$ cat src/rtl/issue_pipe.sv
// Two-lane register-read stage with a per-lane long-op delay line.
// Produces the four-slot destination-tag wakeup broadcast consumed by the issue queue.
module issue_pipe #(
    parameter  int unsigned WIDTH_REG = 5,
    parameter  int unsigned WIDTH_TAG = 5,
    parameter  int unsigned WIDTH_BRM = 3,
    parameter  int unsigned LONG_LAT  = 3,
    localparam int unsigned WIDTH_O   = 7 + WIDTH_BRM + WIDTH_TAG + 2 + 3 * WIDTH_REG
) (
    input  logic                   i_clk,
    input  logic                   i_rst,
    input  logic [WIDTH_O-1:0]     i_inst1,
    input  logic [WIDTH_O-1:0]     i_inst2,
    input  logic                   i_ready1,
    input  logic                   i_ready2,
    input  logic [WIDTH_BRM:0]     i_BrKill,
    output logic [WIDTH_O-1:0]     o_inst1,
    output logic [WIDTH_O-1:0]     o_inst2,
    output logic                   o_valid1,
    output logic                   o_valid2,
    output logic [4*WIDTH_REG-1:0] o_wdest4x,
    output logic [3:0]             o_inflight
);

    localparam int unsigned DEPTH    = LONG_LAT - 1;
    localparam int unsigned RD_LSB   = 2 * WIDTH_REG;
    localparam int unsigned BRM_LSB  = 3 * WIDTH_REG + 2 + WIDTH_TAG;
    localparam int unsigned LONG_BIT = WIDTH_O - 1;
    localparam int unsigned CNT_W    = 4;

    logic [WIDTH_O-1:0]   in_inst    [2];
    logic                 in_ready   [2];
    logic [WIDTH_O-1:0]   rr_inst_q  [2];
    logic [WIDTH_O-1:0]   rr_inst_d  [2];
    logic                 rr_valid_q [2];
    logic                 rr_valid_d [2];
    logic                 rr_live    [2];
    logic                 dl_valid_q [2][DEPTH];
    logic                 dl_valid_d [2][DEPTH];
    logic [WIDTH_BRM-1:0] dl_brm_q   [2][DEPTH];
    logic [WIDTH_BRM-1:0] dl_brm_d   [2][DEPTH];
    logic [WIDTH_REG-1:0] dl_rd_q    [2][DEPTH];
    logic [WIDTH_REG-1:0] dl_rd_d    [2][DEPTH];
    logic [WIDTH_REG-1:0] wdest      [4];
    logic [CNT_W-1:0]     inflight_q;
    logic [CNT_W-1:0]     inflight_d;

    function automatic logic kill_match(input logic [WIDTH_BRM-1:0] brm,
                                        input logic [WIDTH_BRM:0]   brkill);
        return brkill[WIDTH_BRM] & (|(brm & brkill[WIDTH_BRM-1:0]));
    endfunction

    assign in_inst[0]  = i_inst1;
    assign in_inst[1]  = i_inst2;
    assign in_ready[0] = i_ready1;
    assign in_ready[1] = i_ready2;

    // Next-state for both lanes; kill masks the load, the shift and the wakeup slots.
    always_comb begin
        inflight_d = '0;
        for (int l = 0; l < 2; l++) begin
            rr_valid_d[l] = in_ready[l] & ~kill_match(in_inst[l][BRM_LSB +: WIDTH_BRM], i_BrKill);
            rr_inst_d[l]  = in_ready[l] ? in_inst[l] : rr_inst_q[l];
            rr_live[l]    = rr_valid_q[l] & ~kill_match(rr_inst_q[l][BRM_LSB +: WIDTH_BRM], i_BrKill);
            wdest[l]      = (rr_live[l] & ~rr_inst_q[l][LONG_BIT])
                          ? rr_inst_q[l][RD_LSB +: WIDTH_REG] : '0;

            dl_valid_d[l][0] = rr_live[l] & rr_inst_q[l][LONG_BIT];
            dl_brm_d[l][0]   = rr_inst_q[l][BRM_LSB +: WIDTH_BRM];
            dl_rd_d[l][0]    = rr_inst_q[l][RD_LSB +: WIDTH_REG];
            for (int k = 1; k < int'(DEPTH); k++) begin
                dl_valid_d[l][k] = dl_valid_q[l][k-1] & ~kill_match(dl_brm_q[l][k-1], i_BrKill);
                dl_brm_d[l][k]   = dl_brm_q[l][k-1];
                dl_rd_d[l][k]    = dl_rd_q[l][k-1];
            end

            wdest[2+l] = (dl_valid_q[l][DEPTH-1] & ~kill_match(dl_brm_q[l][DEPTH-1], i_BrKill))
                       ? dl_rd_q[l][DEPTH-1] : '0;

            for (int k = 0; k < int'(DEPTH); k++) begin
                inflight_d = inflight_d + CNT_W'(dl_valid_d[l][k]);
            end
        end
    end

    // State registers.
    always_ff @(posedge i_clk) begin
        if (i_rst) begin
            inflight_q <= '0;
            for (int l = 0; l < 2; l++) begin
                rr_valid_q[l] <= 1'b0;
                rr_inst_q[l]  <= '0;
                for (int k = 0; k < int'(DEPTH); k++) begin
                    dl_valid_q[l][k] <= 1'b0;
                    dl_brm_q[l][k]   <= '0;
                    dl_rd_q[l][k]    <= '0;
                end
            end
        end else begin
            inflight_q <= inflight_d;
            rr_valid_q <= rr_valid_d;
            rr_inst_q  <= rr_inst_d;
            dl_valid_q <= dl_valid_d;
            dl_brm_q   <= dl_brm_d;
            dl_rd_q    <= dl_rd_d;
        end
    end

    assign o_inst1    = rr_inst_q[0];
    assign o_inst2    = rr_inst_q[1];
    assign o_valid1   = rr_valid_q[0];
    assign o_valid2   = rr_valid_q[1];
    assign o_inflight = inflight_q;
    assign o_wdest4x  = {wdest[3], wdest[2], wdest[1], wdest[0]};

endmodule
$ cat config.mk
export PLATFORM = sky130hd
export DESIGN_NAME = issue_pipe
export DESIGN_NICKNAME = d
export VERILOG_FILES = /design/src/rtl/issue_pipe.sv
export SDC_FILE = /design/constraint.sdc
export NUM_CORES = 1
export LEC_CHECK = 0
export ABC_AREA = 1
export CORE_MARGIN = 10
export CORE_UTILIZATION = 38
export DETAILED_ROUTE_END_ITERATION = 8
export PLACE_DENSITY = 0.8
export SLEW_MARGIN = 20
export SYNTH_ARGS = -nofsm -noshare
export SYNTH_HDL_FRONTEND = slang
export SYNTH_SLANG_ARGS = --single-unit
$ cat constraint.sdc
create_clock -name i_clk -period 1.9 [get_ports i_clk]
set_input_delay 0.38 -clock i_clk [delete_from_list [all_inputs] [get_ports i_clk]]
set_output_delay 0.38 -clock i_clk [all_outputs]
set_load 0.01 [all_outputs]
==> results.json <==
{
  "cts_root_buffer": "sky130_fd_sc_hd__clkbuf_8",
  "irDropWorstVdd_mv": 0.415,
  "cp.required_ns": 2.14,
  "crit_path_end": "o_inflight[1]",
  "synth.yosys.seq_area_share_pct": 53.7,
  "design.portCount": 162,
  "synth.largest_area_cell": "sky130_fd_sc_hd__dfxtp_1",
  "worstSetupPathDepth": 10,
  "fp-row-count": 36,
  "tightest_slew_ns": 0.651,
  "grt.overflow.total": 0,
  "avgRoutedWirePerCell_um": 14.7,
  "layout-area-overhead-vs-synth_pct": 46.9,
  "netlist_area_mm2": 0.00392,
  "yosys-top-cells-count": "sky130_fd_sc_hd__nor2_1, sky130_fd_sc_hd__dfxtp_1, sky130_fd_sc_hd__inv_1",
  "timing.critical_path.fanout_max": 2,
  "crit_chain": "nand2_1 -> nand3_1 -> nand2_1 -> nand2_2 -> inv_2 -> fa_1 -> ha_2 -> ha_1 -> inv_1 -> nor2_1",
  "wl_um": 11400,
  "minimum_period_implied_by_the_final_worst_setup_slack_ns": 1.82,
  "timing.critical_path.buf_inv": 2,
  "detail_route.drc_violations": 0,
  "worst_setup_hold_path_clk_slew_ns": 0.11,
  "fin_worst_skew_ns": 0.00632,
  "detailedPlacementHpwl_um": 8770,
  "route.vias.total": 3497,
  "worst_hold_path_type": "flop to flop",
  "synth_cell_type_count": 18,
  "layout.area.seq_mm2": 0.00211,
  "synth.ff_latch_count": 105,
  "grtUsageTotal_pct": 14.9,
  "via_count_of_the_first_global_routing_pass": 3592,
  "crit_path_max_incr_delay_ns": 0.47,
  "synthesized_area_per_cell_um2": 7.99,
  "buffer_ports.inserted": 160,
  "reg2reg_slack_ns": 0.08,
  "totalNegativeSetupSlack_ns": 0,
  "fmaxAchievable_mhz": 548,
  "timing.critical_path.max_delay_family": "adder cells",
  "worst_reg2reg_path_depth": 10,
  "status": "finished, final reports clean",
  "rsz_0062_raised_after_global_routing": "yes",
  "areal_power_density_over_the_cells_mw_per_mm2": 775,
  "die_h_um": 122,
  "worstReg2RegStart": "dl_brm_d[0]",
  "startpoint_type": "flop",
  "worst-endpoint-arrival_ns": 2.06,
  "fillerInstances": 889,
  "number_of_flops_mapped_to_enable_cells_by_yosys": 0,
  "slew-limit-headroom_pct": 56.6,
  "ant_nets": 0,
  "timing.critical_path.to_type": "flop",
  "post_route_cells_drive_above_1_share_pct": 15.3,
  "insertedDiodeCount": 0,
  "initial_antenna_violation_count": 0,
  "tritoncts_buffers": 9,
  "grt_start_max_net_pins": 56,
  "synthesis.yosys.warnings": 0,
  "cts_tree": "yes",
  "synth_async_sr_flop_share_pct": 0,
  "synthesis.instances": 490,
  "vias_per_cell": 4.49,
  "finalCritPeriodShare_pct": 96.0,
  "synth_top_flop_cell": "sky130_fd_sc_hd__dfxtp_1",
  "power_w": 0.00446,
  "timing_worst_setup_path_type": "flop to flop",
  "synthDominantCellAreaShare_pct": 53.7,
  "width_of_the_chip_um": 122,
  "nets": 716,
  "post_cts_hold_buffer_count": 0,
  "number_of_clock_sinks": 105,
  "leakage_nw": 2.40,
  "wire_length_of_the_first_global_routing_pass_um": 17800,
  "hold_slack_ns": 0.408,
  "cell_repeated_most_along_the_worst_path": "sky130_fd_sc_hd__nand2_1",
  "effective_utilization_at_floorplan_pct": 39.5,
  "finalSetupViolCount": 0,
  "yosys.cell_count.top_type": "sky130_fd_sc_hd__nor2_1",
  "final_core_utilization_pct": 58.1,
  "initialDrtViolationCount": 183,
  "multi_input_area_mm2": 0.00138,
  "worst_setup_path_startpoint": "dl_brm_d[0]",
  "gpl.final_weighted_congestion": 0.891,
  "maxCapViolations": 0,
  "timing.rr.end": "o_inflight[1]",
  "final-max-slew-violation-count": 0,
  "clk_path_buf_depth": 2,
  "clk_latency_ns": 0.35,
  "detailedRoute.firstPassIterationCount": 5,
  "timing.final.hold_violations": 0,
  "design.core.area_mm2": 0.00991,
  "area_contributors_post_synth": "sky130_fd_sc_hd__dfxtp_1, sky130_fd_sc_hd__nor2_1, sky130_fd_sc_hd__o21ai_0",
  "die_area_mm2": 0.0148,
  "htree_num_levels": 3,
  "postSynthNetCount": 565,
  "crit_path_top_delay_cell": "sky130_fd_sc_hd__fa_1"
}
==> per-layer routing <==
metal,global-route usage (%),routed length (um),vias to the layer above
li1,-,-,1781
met1,15.9,4470,1599
met2,25.5,5580,106
met3,8.10,1230,11
met4,3.50,140,0
met5,0,0,-
==> state kept, by name, indices dropped and copies added, names as in the netlist <==
signal and cells:
dl_brm_d 6, o_inst1 32, o_valid1 1, dl_rd_d 10
o_valid2 1, dl_valid_q 4, dl_brm_q 6, o_inst2 32
o_inflight 3, dl_rd_q 10
==> metrics by stage <==
step           cell area [um^2]  std cells  setup slack (ns)
4_1_cts                    5800        779           0.00277
6_report                   5750        779            0.0758
3_5_place_dp               5610        762            -0.670
3_3_place_gp               5610        762            -0.607
5_1_grt                    5750        779           -0.0259
2_1_floorplan              3940        490            0.0109
==> report_power, final <==
group | internal, W | leakage, nW | switching (W)
clock network | 0.000506 | 0.0940 | 0.000815
logic | 0.000408 | 1.43 | 0.000344
registers | 0.00233 | 0.869 | 0.0000607
==> timing repair <==
item | 4_1_cts | 5_1_grt
pin swaps | 4 | 0
setup buffers | 1 | 0
endpoints found under the setup margin | 23 | 20
gates resized for setup | 55 | 36
==> cells in the final DEF (no fill, tap or decap), drive strengths merged, types with 4 or more instances in the layout <==
cell | Yosys | final
a211oi | 16 | 16
a21oi | 4 | 4
buf | 38 | 31
clkbuf | 6 | 22
clkdlybuf4s50 | 0 | 135
dfxtp | 105 | 105
inv | 54 | 58
nand2 | 36 | 36
nand3 | 12 | 12
nor2 | 167 | 167
o21ai | 48 | 48
==> worst min path at each step <==
stage	startpoint	end	slack, ns	cells after the start
after floorplan	dl_rd_d[0]	dl_rd_q[0]	0.39	2
after global placement	dl_rd_d[0]	dl_rd_q[0]	0.39	2
after detailed placement	dl_rd_d[4]	dl_rd_q[4]	0.39	2
after CTS	dl_rd_d[4]	dl_rd_q[4]	0.41	2
after global routing	dl_rd_d[12]	dl_rd_q[12]	0.43	2
final	dl_rd_d[4]	dl_rd_q[4]	0.41	2
==> worst min-delay path, delay by kind of cell (launching register included) <==
family / cells / cell delay, ns
flops: 1 / 0.31
buf+inv: 1 / 0.04
simple gates: 1 / 0.03
==> cells by family after synthesis <==
family | after synthesis | share of synthesized area [%]
compound gates | 68 | 11.8
fa+ha+maj | 3 | 1.15
buf+inv | 98 | 12.0
flops | 105 | 53.7
other cells | 1 | 0.0958
simple gates | 215 | 21.3
==> area by class of cell <==
class	instances	share of cell area, %
multi-input combinational	287	24.0
clock buffer	9	2.15
tap	133	2.89
sequential	105	36.7
timing repair buffer	184	29.7
clock inverter	7	1.07
inverter	54	3.52
No activity file was read; power rests on OpenSTA's default activity.
